[src/rtl/if_prefetch_pkg.sv]
`default_nettype none
// ============================================================================
// Module      : if_prefetch_pkg
// Description : Shared definitions for the instruction-fetch prefetch stage.
//               Provides the machine word width (`XLEN), the NOP encoding,
//               the default reset PC, the {pc, inst} buffer entry type and a
//               word-alignment helper.
// Ports       : none (package)
// Revision    : 1.0 - initial release
// ============================================================================
`ifndef XLEN
`define XLEN 32
`endif

package if_prefetch_pkg;

    localparam int XLEN = `XLEN;

    // addi x0, x0, 0
    localparam logic [XLEN-1:0] NOP_INSN         = XLEN'(32'h0000_0013);
    localparam logic [XLEN-1:0] RESET_PC_DEFAULT = '0;
    localparam logic [XLEN-1:0] PC_STEP          = XLEN'(4);

    typedef struct packed {
        logic [XLEN-1:0] pc;
        logic [XLEN-1:0] inst;
    } fetch_entry_t;

    // Clear the two byte-offset bits so every fetch address is word aligned.
    function automatic logic [XLEN-1:0] align_word(input logic [XLEN-1:0] addr);
        return addr & ~XLEN'(3);
    endfunction

endpackage

`default_nettype wire

[src/rtl/if_prefetch_if.sv]
`default_nettype none
// ============================================================================
// Module      : if_prefetch_if
// Description : Bundle of the fetch stage's memory handshake and decode-side
//               signals.
//               master : the fetch stage (drives imem request, decode outputs)
//               slave  : the environment (instruction memory + decode/execute)
// Signals     : imem_req_o/imem_addr_o, imem_gnt_i, imem_rvalid_i/imem_rdata_i,
//               stall_i, redirect_i/redirect_pc_i, valid_o/pc_o/inst_o
// Revision    : 1.0 - initial release
// ============================================================================
`ifndef XLEN
`define XLEN 32
`endif

interface if_prefetch_if;

    logic              imem_req_o;
    logic [`XLEN-1:0]  imem_addr_o;
    logic              imem_gnt_i;
    logic              imem_rvalid_i;
    logic [`XLEN-1:0]  imem_rdata_i;
    logic              stall_i;
    logic              redirect_i;
    logic [`XLEN-1:0]  redirect_pc_i;
    logic              valid_o;
    logic [`XLEN-1:0]  pc_o;
    logic [`XLEN-1:0]  inst_o;

    modport master (
        output imem_req_o, imem_addr_o, valid_o, pc_o, inst_o,
        input  imem_gnt_i, imem_rvalid_i, imem_rdata_i,
               stall_i, redirect_i, redirect_pc_i
    );

    modport slave (
        input  imem_req_o, imem_addr_o, valid_o, pc_o, inst_o,
        output imem_gnt_i, imem_rvalid_i, imem_rdata_i,
               stall_i, redirect_i, redirect_pc_i
    );

endinterface

`default_nettype wire

[src/rtl/if_fifo.sv]
`default_nettype none
// ============================================================================
// Module      : if_fifo
// Description : DEPTH x WIDTH synchronous in-order FIFO with flush.
//               Flush has priority over push/pop and resets both pointers.
//               DEPTH must be a power of two so the pointers wrap naturally.
// Ports       : clk_i, rst_i (async, active-high)
//               flush_i, push_i, wdata_i, pop_i
//               rdata_o (head entry), count_o (0..DEPTH), empty_o
// Revision    : 1.0 - initial release
// ============================================================================
module if_fifo #(
    parameter int DEPTH = 2,
    parameter int WIDTH = 64
) (
    input  logic                       clk_i,
    input  logic                       rst_i,
    input  logic                       flush_i,
    input  logic                       push_i,
    input  logic [WIDTH-1:0]           wdata_i,
    input  logic                       pop_i,
    output logic [WIDTH-1:0]           rdata_o,
    output logic [$clog2(DEPTH+1)-1:0] count_o,
    output logic                       empty_o
);

    localparam int PW = $clog2(DEPTH);
    localparam int CW = $clog2(DEPTH + 1);

    logic [WIDTH-1:0] mem_q [DEPTH];
    logic [WIDTH-1:0] mem_d [DEPTH];
    logic [PW-1:0]    wr_ptr_q, wr_ptr_d;
    logic [PW-1:0]    rd_ptr_q, rd_ptr_d;
    logic [CW-1:0]    count_q, count_d;
    logic             full;
    logic             do_push;
    logic             do_pop;

    always_comb begin
        full    = (count_q == CW'(DEPTH));
        do_push = push_i && !flush_i;
        do_pop  = pop_i && !flush_i && (count_q != '0);

        mem_d    = mem_q;
        wr_ptr_d = wr_ptr_q;
        rd_ptr_d = rd_ptr_q;
        count_d  = count_q;

        if (flush_i) begin
            wr_ptr_d = '0;
            rd_ptr_d = '0;
            count_d  = '0;
        end else begin
            if (do_push) begin
                mem_d[wr_ptr_q] = wdata_i;
                wr_ptr_d        = wr_ptr_q + PW'(1);
            end
            if (do_pop) begin
                rd_ptr_d = rd_ptr_q + PW'(1);
            end
            if (do_push && !do_pop) begin
                count_d = count_q + CW'(1);
            end else if (!do_push && do_pop) begin
                count_d = count_q - CW'(1);
            end
        end
    end

    always_ff @(posedge clk_i or posedge rst_i) begin
        if (rst_i) begin
            mem_q    <= '{default: '0};
            wr_ptr_q <= '0;
            rd_ptr_q <= '0;
            count_q  <= '0;
        end else begin
            mem_q    <= mem_d;
            wr_ptr_q <= wr_ptr_d;
            rd_ptr_q <= rd_ptr_d;
            count_q  <= count_d;
        end
    end

    // The upstream credit scheme must never let a word arrive with no room.
    always @(posedge clk_i) begin
        if (!rst_i) begin
            assert (!(do_push && full))
                else $error("if_fifo: push onto a full FIFO");
        end
    end

    assign rdata_o = mem_q[rd_ptr_q];
    assign count_o = count_q;
    assign empty_o = (count_q == '0);

endmodule

`default_nettype wire

[src/rtl/if_prefetch.sv]
`default_nettype none
// ============================================================================
// Module      : if_prefetch
// Description : Instruction-fetch stage feeding decode. Issues sequential
//               word fetches over a req/gnt/rvalid memory port, buffers the
//               in-order responses with their PCs and presents the oldest
//               one to decode. A redirect from execute retargets fetch,
//               flushes the buffer and discards every in-flight response.
// Ports       : clk_i, rst_i (async, active-high)
//               bus (if_prefetch_if.master):
//                 imem_req_o/imem_addr_o/imem_gnt_i   - request channel
//                 imem_rvalid_i/imem_rdata_i          - in-order responses
//                 stall_i, redirect_i/redirect_pc_i   - pipeline control
//                 valid_o/pc_o/inst_o                 - instruction to decode
// Revision    : 1.0 - initial release
// ============================================================================
module if_prefetch
    import if_prefetch_pkg::*;
#(
    parameter logic [`XLEN-1:0] RESET_PC = RESET_PC_DEFAULT,
    parameter int               DEPTH    = 2,   // power of two, >= 2
    parameter logic [`XLEN-1:0] NOP      = NOP_INSN
) (
    input  logic          clk_i,
    input  logic          rst_i,
    if_prefetch_if.master bus
);

    localparam int CW = $clog2(DEPTH + 1);

    logic [XLEN-1:0] fetch_pc_q, fetch_pc_d;
    logic [XLEN-1:0] resp_pc_q, resp_pc_d;
    logic [CW-1:0]   outstanding_q, outstanding_d;
    logic [CW-1:0]   discard_q, discard_d;

    logic [CW-1:0]   outstanding_after_rv;
    logic [CW:0]     credit_used;
    logic [XLEN-1:0] redirect_tgt;
    logic            imem_req;
    logic            accept;
    logic            push;
    logic            pop;

    logic [CW-1:0]   fifo_count;
    logic            fifo_empty;
    fetch_entry_t    push_entry;
    fetch_entry_t    head_entry;
    logic [2*XLEN-1:0] head_raw;

    // ------------------------------------------------------------------
    // Request side: in-flight requests plus buffered words never exceed
    // DEPTH, so every response is guaranteed a buffer slot.
    // ------------------------------------------------------------------
    always_comb begin
        credit_used  = (CW+1)'(outstanding_q) + (CW+1)'(fifo_count);
        imem_req     = !rst_i && !bus.redirect_i && (credit_used < (CW+1)'(DEPTH));
        accept       = imem_req && bus.imem_gnt_i;
        redirect_tgt = align_word(bus.redirect_pc_i);
    end

    // ------------------------------------------------------------------
    // Next-state logic
    // ------------------------------------------------------------------
    always_comb begin
        outstanding_after_rv = outstanding_q - CW'(bus.imem_rvalid_i);

        fetch_pc_d    = fetch_pc_q;
        resp_pc_d     = resp_pc_q;
        discard_d     = discard_q;
        outstanding_d = outstanding_after_rv + CW'(accept);
        push          = 1'b0;

        if (bus.redirect_i) begin
            // Everything still in flight belongs to the abandoned path.
            fetch_pc_d = redirect_tgt;
            resp_pc_d  = redirect_tgt;
            discard_d  = outstanding_after_rv;
        end else begin
            if (accept) begin
                fetch_pc_d = fetch_pc_q + PC_STEP;
            end
            if (bus.imem_rvalid_i) begin
                if (discard_q != '0) begin
                    discard_d = discard_q - CW'(1);
                end else begin
                    push      = 1'b1;
                    resp_pc_d = resp_pc_q + PC_STEP;
                end
            end
        end
    end

    always_ff @(posedge clk_i or posedge rst_i) begin
        if (rst_i) begin
            fetch_pc_q    <= RESET_PC;
            resp_pc_q     <= RESET_PC;
            outstanding_q <= '0;
            discard_q     <= '0;
        end else begin
            fetch_pc_q    <= fetch_pc_d;
            resp_pc_q     <= resp_pc_d;
            outstanding_q <= outstanding_d;
            discard_q     <= discard_d;
        end
    end

    // ------------------------------------------------------------------
    // Instruction buffer
    // ------------------------------------------------------------------
    always_comb begin
        push_entry.pc   = resp_pc_q;
        push_entry.inst = bus.imem_rdata_i;
        // A redirect flushes the buffer, so nothing is handed to decode then.
        pop             = !fifo_empty && !bus.stall_i && !bus.redirect_i;
        head_entry      = fetch_entry_t'(head_raw);
    end

    if_fifo #(
        .DEPTH (DEPTH),
        .WIDTH (2*XLEN)
    ) u_fifo (
        .clk_i   (clk_i),
        .rst_i   (rst_i),
        .flush_i (bus.redirect_i),
        .push_i  (push),
        .wdata_i (push_entry),
        .pop_i   (pop),
        .rdata_o (head_raw),
        .count_o (fifo_count),
        .empty_o (fifo_empty)
    );

    // ------------------------------------------------------------------
    // Outputs. With an empty buffer, pc_o shows where the next word will
    // come from rather than a stale head.
    // ------------------------------------------------------------------
    assign bus.imem_req_o  = imem_req;
    assign bus.imem_addr_o = fetch_pc_q;
    assign bus.valid_o     = !fifo_empty;
    assign bus.pc_o        = fifo_empty ? resp_pc_q : head_entry.pc;
    assign bus.inst_o      = fifo_empty ? NOP : head_entry.inst;

endmodule

`default_nettype wire

[src/flat_wrapper.sv]
// flat-port wrapper written by rule: the top's interface ports become plain ports
module if_prefetch_flat import if_prefetch_pkg::*;
#(
    parameter logic [`XLEN-1:0] RESET_PC = RESET_PC_DEFAULT,
    parameter int               DEPTH    = 2,                        
    parameter logic [`XLEN-1:0] NOP      = NOP_INSN
)
  (clk_i, rst_i, bus_imem_req_o, bus_imem_addr_o, bus_valid_o, bus_pc_o, bus_inst_o, bus_imem_gnt_i, bus_imem_rvalid_i, bus_imem_rdata_i, bus_stall_i, bus_redirect_i, bus_redirect_pc_i);
  if_prefetch_if bus_i ();
  input  logic clk_i;
  input  logic rst_i;
  output wire logic [$bits(bus_i.imem_req_o)-1:0] bus_imem_req_o;
  output wire logic [$bits(bus_i.imem_addr_o)-1:0] bus_imem_addr_o;
  output wire logic [$bits(bus_i.valid_o)-1:0] bus_valid_o;
  output wire logic [$bits(bus_i.pc_o)-1:0] bus_pc_o;
  output wire logic [$bits(bus_i.inst_o)-1:0] bus_inst_o;
  input wire logic [$bits(bus_i.imem_gnt_i)-1:0] bus_imem_gnt_i;
  input wire logic [$bits(bus_i.imem_rvalid_i)-1:0] bus_imem_rvalid_i;
  input wire logic [$bits(bus_i.imem_rdata_i)-1:0] bus_imem_rdata_i;
  input wire logic [$bits(bus_i.stall_i)-1:0] bus_stall_i;
  input wire logic [$bits(bus_i.redirect_i)-1:0] bus_redirect_i;
  input wire logic [$bits(bus_i.redirect_pc_i)-1:0] bus_redirect_pc_i;
  assign bus_imem_req_o = bus_i.imem_req_o;
  assign bus_imem_addr_o = bus_i.imem_addr_o;
  assign bus_valid_o = bus_i.valid_o;
  assign bus_pc_o = bus_i.pc_o;
  assign bus_inst_o = bus_i.inst_o;
  assign bus_i.imem_gnt_i = bus_imem_gnt_i;
  assign bus_i.imem_rvalid_i = bus_imem_rvalid_i;
  assign bus_i.imem_rdata_i = bus_imem_rdata_i;
  assign bus_i.stall_i = bus_stall_i;
  assign bus_i.redirect_i = bus_redirect_i;
  assign bus_i.redirect_pc_i = bus_redirect_pc_i;
  if_prefetch #(.RESET_PC(RESET_PC), .DEPTH(DEPTH), .NOP(NOP)) u_core (.clk_i(clk_i), .rst_i(rst_i), .bus(bus_i));
endmodule
[config.mk]
export PLATFORM = sky130hd
export DESIGN_NAME = if_prefetch_flat
export DESIGN_NICKNAME = d
export VERILOG_FILES = /design/src/rtl/if_prefetch_pkg.sv /design/src/rtl/if_prefetch_if.sv /design/src/rtl/if_fifo.sv /design/src/rtl/if_prefetch.sv /design/src/flat_wrapper.sv
export SDC_FILE = /design/constraint.sdc
export NUM_CORES = 1
export LEC_CHECK = 0
export CAP_MARGIN = 40
export CORE_ASPECT_RATIO = 1.2
export CORE_UTILIZATION = 35
export DETAILED_ROUTE_END_ITERATION = 10
export PLACE_DENSITY = 0.7
export SLEW_MARGIN = 30
export SYNTH_ARGS = -nofsm -noshare
export SYNTH_HDL_FRONTEND = slang
export SYNTH_SLANG_ARGS = --single-unit
[constraint.sdc]
create_clock -name clk_i -period 6.15 [get_ports clk_i]
set_input_delay 0.9225 -clock clk_i [delete_from_list [all_inputs] [get_ports clk_i]]
set_output_delay 0.9225 -clock clk_i [all_outputs]
set_load 0.02 [all_outputs]
==> results by group, run 1 <==
Outcome
  – Status: complete, but fails checks
  – Failing checks: design-rule violations

Die
  – Die Footprint: 0.0279 sq mm
  – Initial Util: a little over a third
  – Die width: ~150 microns
  – # rows: 65
  – Die Ht: about 180 microns
  – IO Count: between 150 and 200
  – Core area: about 0.027 sq mm

Critical path
  – Worst-path fanout max: 41
  – Crit-path cells: buf_4, mux2i_1, o21ai_0, clkdlybuf4s50_1
  – Delay-heaviest family, CP: buffers and inverters
  – Worst path max stage delay: between 900 and 1000 ps
  – Critical path type: flop to primary output
  – Worst path slowest cell: dfrtp_4
  – Worst EP required: around 5200 ps
  – Worst endpoint data arrival time: between 2000 and 3000 ps
  – Buf/Inv on CP: 2
  – Element type at the critical path start: flop
  – Worst setup EP type: primary output

Global route
  – Congestion Overflow GR: 0
  – First-pass GRT wire length: ~38 mm
  – Initial antenna violation count: 0
  – Vias in the first global route: just over 7,000
  – Total track usage: 17.5%
  – Largest net degree at the start of global routing: 100

Timing
  – Final Slew Violations: 0
  – Setup TNS: 0 ps
  – Clk_skew: approximately 9.5 ps
  – Setup-failing EPs final: 0
  – Achievable frequency: approximately 260 MHz
  – RSZ-0062 raised after global routing: false
  – Hold Violations, Final: 0
  – Post-route minimum period: around 3800 ps
  – Slew @ Worst Pin: about 800 ps
  – Tcrit/Tclk final: a little over 60%
  – Worst hold margin: between 400 and 500 ps
  – Max-slew headroom: a little under half

Synthesis
  – Ranking of synthesized cells by area: dfrtp_1, mux2_2, mux2i_1
  – Synth async-reset ratio: 100%
  – Dominant synthesized flop cell: dfrtp_1
  – Area of the mapped netlist: 0.00953 sq mm
  – Syn_area_per_cell: between 10 and 15 sq um
  – Post-synth top area share: around half
  – Post-Synthesis Cells: 869
  – Sequential element share of the synthesized area: between 50% and 60%
  – Yosys top cell by area: dfrtp_1
  – Netlist cell types: 51
  – #FFs+latches synth: 192
  – Post-synth EDFFs: 0
  – Ys Warns: 0

Cells and area
  – Final #Nets: 1,084
  – Fill cells: 2,459
  – Multi-input gate area: 0.00443 sq mm
  – Ant diodes: 0
  – Share of layout cells above drive strength 1: 17.8%
  – Layout area overhead: 26.6%
  – Storage element area: 0.00481 sq mm

Detailed routing
  – DRC errors left: 11
  – Via count: approximately 7,100
  – Via/cell ratio: about 5.2
  – Starting DRT DRC Count: between 400 and 500
  – Drt pass-1 iters: 11
  – Post-DR wirelength/cell: between 15 and 20 microns
  – Final WL: 23.3 mm
  – Routed Antenna Nets: 0

Pwr
  – Max VDD drop: around 0.16 mV
  – Pleak: between 0.004 and 0.005 uW
  – Clock Power Share: 23.2%
  – Pwr Density: about 400 mW/mm^2
  – NetSw: 1630 uW
  – Sw frac: approximately a third
  – P_int: roughly 3200 uW
  – Combinational power share: between 30% and 40%
  – Reg power frac: approximately two fifths

CTS
  – CTS tree: built
  – Reg clk slew, reported paths: ~70 ps
  – Inserted Clock Buffers: 17
  – Root Driver: clkbuf_16
  – Hold buffers post-CTS: 0
  – Num Clock Sinks: between 150 and 200
  – PostCTS Resize Cnt: 0
  – Clk buf depth: 2
  – H-tree depth: 4
  – Worst-skew pair later-pin latency: between 400 and 500 ps
  – # Post-CTS Setup Buffers: 0

Min path
  – Worst Hold Class: flop to flop

Placed design
  – Buffers on Ports: 161
  – RePlAce Congestion: about 0.86
  – Final HPWL DP: between 15 and 20 mm

Run
  – Max-Cap Viols: 0
## sequential cells by signal, indices dropped and copies added (netlist names)
register and cells:
u_core.u_fifo.rd_ptr_q 1, u_core.u_fifo.wr_ptr_q 1, u_core.resp_pc_q 30, u_core.outstanding_q 2, u_core.u_fifo.count_o 2, u_core.bus.imem_addr_o 30, u_core.discard_q 2, u_core.u_fifo.mem_q 124
## cell usage after synthesis, drive strengths merged (2+ instances only)
master,instances
o311ai,11
a31o,2
nand3,30
o211ai,13
xnor2,32
a31oi,5
nor3,15
nor3b,2
clkbuf,25
and4,6
nand2b,3
or4,4
and3,9
nor2,56
nand4,18
nand2,99
ha,5
a21oi,4
inv,18
dfrtp,192
mux2,120
mux2i,63
a41oi,2
xor2,6
nor4,4
and2,4
buf,29
o21ai,80
## per-stage QoR
step	total power [uW]	setup WS, ps	instances	util (%)	area, sq um
after CTS	4900	2220	1356	45.5	12100
after global placement	3690	2300	1321	43.0	11400
after global routing	5160	2150	1356	45.5	12100
final	4840	2330	1356	45.5	12100
after floorplan	3070	0.308	872	-	9540
after detailed placement	3760	2390	1324	43.3	11500
## worst reg2reg max path, cell delays in order, from the launching register on
cell and delay (ps):
dfrtp_1 420, inv_1 120, nor2_1 80, fa_1 540, nor4_4 360, nand2_2 380, inv_1 470, and3_1 320
a311o_1 190, nand3_1 70
## cells in the final DEF (no fill, tap or decap), drive strengths merged, types with 3 or more instances in the layout
cell type	Yosys	final
nor2	56	56
inv	18	20
a31oi	5	5
nand3	30	30
mux2	120	120
nand4	18	18
and3	9	9
ha	5	5
clkdlybuf4s50	0	160
or4	4	4
xnor2	32	32
conb	1	4
clkbuf	25	21
and2	4	4
clkinvlp	0	3
o311ai	11	11
nor3	15	15
o21ai	80	80
nor4	4	4
clkinv	1	5
mux2i	63	63
dfrtp	192	192
o211ai	13	13
buf	29	11
a21oi	4	4
nand2	99	99
xor2	6	6
nand2b	3	3
and4	6	6
## cell families (layout without fill, tap and decap cells)
group	Yosys count	count (layout)	synth area share, %
multiplexers	183	183	20.8
other	1	4	0.0393
adder cells (fa/ha/maj)	6	6	0.866
AND/OR/NAND/NOR	254	254	13.3
AO/OA/AOI/OAI	122	122	7.61
flip-flops	192	192	50.4
XOR/XNOR	38	38	3.49
buffers and inverters	73	222	3.52
## final timing paths
kind | startpoint | end | slack [ps] | depth (start not counted)
setup / recovery | u_core.u_fifo.rd_ptr_q$_DFFE_PP0P_ | bus_pc_o[9] | 2330 | 4
hold / removal | u_core.u_fifo.mem_q[55]$_DFFE_PP0P_ | u_core.u_fifo.mem_q[55]$_DFFE_PP0P_ | 490 | 2
setup reg to reg | u_core.u_fifo.count_o[0]$_DFFE_PP0P_ | u_core.bus.imem_addr_o[17]$_DFFE_PP0P_ | 3080 | 9
hold reg to reg | u_core.u_fifo.mem_q[55]$_DFFE_PP0P_ | u_core.u_fifo.mem_q[55]$_DFFE_PP0P_ | 490 | 2
max in group asynchronous | rst_i | u_core.u_fifo.rd_ptr_q$_DFFE_PP0P_ | 4080 | 4
min in group asynchronous | rst_i | u_core.bus.imem_addr_o[31]$_DFFE_PP0P_ | 860 | 2
## layout make-up
type / instances / share of cell area, %
timing repair buffer: 171 / 14.5
sequential: 192 / 39.8
clock buffer: 21 / 3.81
tap: 335 / 3.47
clock inverter: 11 / 1.08
multi-input combinational: 607 / 36.7
inverter: 19 / 0.632
## power by group through the flow
stage                     clock network [uW]  registers, uW  logic (uW)
final                                   1120           1980        1730
after global routing                    1210           2050        1900
after CTS                               1150           1990        1760
after detailed placement                   0           2010        1750
after global placement                     0           1980        1710
after floorplan                            0           1920        1150
## per-layer routing
layer  track usage, %  wire (microns)  vias to the layer above
met1             23.7           10700                     3513
met5                0               0                        -
met4             5.86             387                        0
met2             28.1           11000                      198
li1                 -               -                     3347
met3             3.54            1180                       24
Power figures use the tool's default switching activity.
==> run 2: changes to the inputs <==
==> constraint.sdc (replaced) <==
create_clock -name clk_i -period 3.3 [get_ports clk_i]
set_input_delay 0.495 -clock clk_i [delete_from_list [all_inputs] [get_ports clk_i]]
set_output_delay 0.495 -clock clk_i [all_outputs]
set_load 0.02 [all_outputs]
==> run 2 against run 1 <==
Net effect: the run still ends with design-rule violations left; final cell count grew 0.66%; routed wire length grew 1.3%; sequential share of layout area shrank 0.30 points; clock power grew 87%; sequential power grew 85%; via count grew 0.76%; critical endpoint is now bus_imem_req_o; largest power group unchanged.
==> results by group, run 2 (synthesis results as in run 1) <==
Cells and area
  – Final instance area: 0.0122 sq mm
  – Most flops, register: u_core.u_fifo.mem_q
  – Most frequent cells in the layout: dfrtp_1, clkdlybuf4s50_1, mux2_2, nand2_1, o21ai_0
  – Max reg flops: around 120
  – Share of layout cells above drive strength 1: between 10% and 20%
  – Most common cell after layout, fill and taps aside: dfrtp_1
  – Layout area overhead: 27.6%
  – Ant diodes: 0
  – Final #Nets: 1,093

Timing
  – Setup TNS: 0 ps
  – Max-slew headroom: roughly two thirds
  – Post-route minimum period: around 3100 ps
  – Slew @ Worst Pin: roughly 530 ps
  – Final Worst Setup Slack: about 170 ps
  – Setup-failing EPs final: 0
  – Achievable frequency: around 320 MHz
  – Hold Violations, Final: 0
  – RSZ-0062 raised after global routing: false
  – Tcrit/Tclk final: around 95%
  – Final Slew Violations: 0
  – Clk_skew: ~13 ps

Pwr
  – Pwr Density: ~750 mW/mm^2
  – Tot Pwr: between 9000 and 10,000 uW
  – Combinational power share: a little over a third
  – NetSw: ~3100 uW
  – Pleak: 0.00500 uW
  – Max VDD drop: roughly 0.30 mV
  – Reg power frac: about two fifths
  – P_int: roughly 6000 uW
  – Sw frac: between 30 and 40%
  – Clock Power Share: 23.1%

Detailed routing
  – Via/cell ratio: 5.23
  – Routed Antenna Nets: 0
  – Post-DR wirelength/cell: approximately 17 microns
  – Starting DRT DRC Count: roughly 440
  – Final WL: approximately 24 mm
  – Via count: between 7,000 and 8,000
  – DRC errors left: 14
  – Drt pass-1 iters: 10

Critical path
  – Crit-path cells: inv_1, nor2_1, fa_1, nor4_4, clkdlybuf4s50_1
  – Critical path type: flop to primary output
  – Worst Reg-to-Reg Cells: 8
  – Worst path slowest cell: clkdlybuf4s50_1
  – Element type at the critical path start: flop
  – Worst setup EP type: primary output
  – Worst EP required: approximately 2800 ps
  – Worst path max stage delay: 680 ps
  – Worst endpoint data arrival time: 2640 ps
  – Worst-path fanout max: 5

Die
  – Die Ht: ~180 microns
  – Die width: between 150 and 200 microns
  – Core area: around 0.027 sq mm
  – # rows: 65
  – IO Count: 168
  – Die Footprint: about 0.028 sq mm
  – Initial Util: approximately 36%

Placed design
  – Final HPWL DP: around 16 mm
  – RePlAce Congestion: 0.861
  – Setup WS pre-CTS: around 480 ps
  – DP Area: approximately 0.012 sq mm
  – Buffers on Ports: 161

Run
  – Max-Cap Viols: 0

CTS
  – Worst-skew pair later-pin latency: about 430 ps
  – Root Driver: clkbuf_16
  – Inserted Clock Buffers: 17
  – Hold buffers post-CTS: 0
  – # Post-CTS Setup Buffers: 0
  – Num Clock Sinks: approximately 190
  – PostCTS Resize Cnt: 0
  – CTS tree: built
  – Reg clk slew, reported paths: 70 ps
  – Clk buf depth: 2
  – H-tree depth: 4

Global route
  – Congestion Overflow GR: 0
  – Vias in the first global route: between 7,000 and 8,000
  – First-pass GRT wire length: approximately 39 mm
  – Largest net degree at the start of global routing: between 90 and 100
  – Initial antenna violation count: 0
  – Total track usage: 17.6%

Min path
  – Hold depth: 2
  – Worst Hold Class: flop to flop

Outcome
  – Status: complete, but fails checks
  – Failing checks: design-rule violations
-- run 2: changes by cell type in the layout (fill, tap and decap cells not counted) --
cell      previous run  this run
buf_12               2         7
buf_16               2         0
buf_4                6        12
clkbuf_1             2         1
clkbuf_8             2         1
clkinv_4             2         1
inv_6                2         5
-- run 2: through the flow --
step / utilization [%] / cells / hold WS, ps
2_1_floorplan: - / 872 / 450
3_3_place_gp: 43.6 / 1333 / 463
3_5_place_dp: 43.6 / 1333 / 474
4_1_cts: 45.9 / 1365 / 491
5_1_grt: 45.9 / 1365 / 517
6_report: 45.9 / 1365 / 483
-- run 2: cell type report --
cell class                 instances  area (sq um)
fill                            2458         14400
multi-input combinational        607          4430
tap                              335           419
sequential                       192          4810
clock inverter                    13           149
timing repair buffer             180          1840
inverter                          19          75.1
clock buffer                      19           443
-- run 2: power groups by stage --
stage	Sequential, uW	Clock [uW]	Combinational, uW
2_1_floorplan	3590	0	2130
3_3_place_gp	3650	0	3290
3_5_place_dp	3710	0	3350
4_1_cts	3660	2160	3360
5_1_grt	3780	2260	3610
6_report	3670	2090	3310
-- run 2: critical path: cells and delay by family (launching register included) --
kind	cells	cell delay [ps]
buffers and inverters	2	800
AND/OR/NAND/NOR	2	450
flip-flops	1	420
adder cells (fa/ha/maj)	1	530
-- run 2: final timing paths --
| path | startpoint | to | slack [ps] |
|---|---|---|---|
| worst max-delay path | u_core.u_fifo.count_o[0]$_DFFE_PP0P_ | bus_imem_req_o | 170 |
| worst max register to register | u_core.u_fifo.count_o[0]$_DFFE_PP0P_ | u_core.bus.imem_addr_o[22]$_DFFE_PP0P_ | 670 |
| min in group asynchronous | rst_i | u_core.bus.imem_addr_o[2]$_DFFE_PP0P_ | 660 |
| worst min register to register | u_core.u_fifo.mem_q[61]$_DFFE_PP0P_ | u_core.u_fifo.mem_q[61]$_DFFE_PP0P_ | 480 |
| max in group asynchronous | rst_i | u_core.u_fifo.mem_q[61]$_DFFE_PP0P_ | 2200 |
| worst min-delay path | u_core.u_fifo.mem_q[61]$_DFFE_PP0P_ | u_core.u_fifo.mem_q[61]$_DFFE_PP0P_ | 480 |
-- run 2: metal layers --
metal  global-route usage (%)  vias to the layer above  wire (microns)
met2                     28.9                      204           11400
met5                        0                        -               0
li1                         -                     3380               -
met4                     5.62                        0             250
met1                     23.5                     3535           10700
met3                     2.98                       17            1190
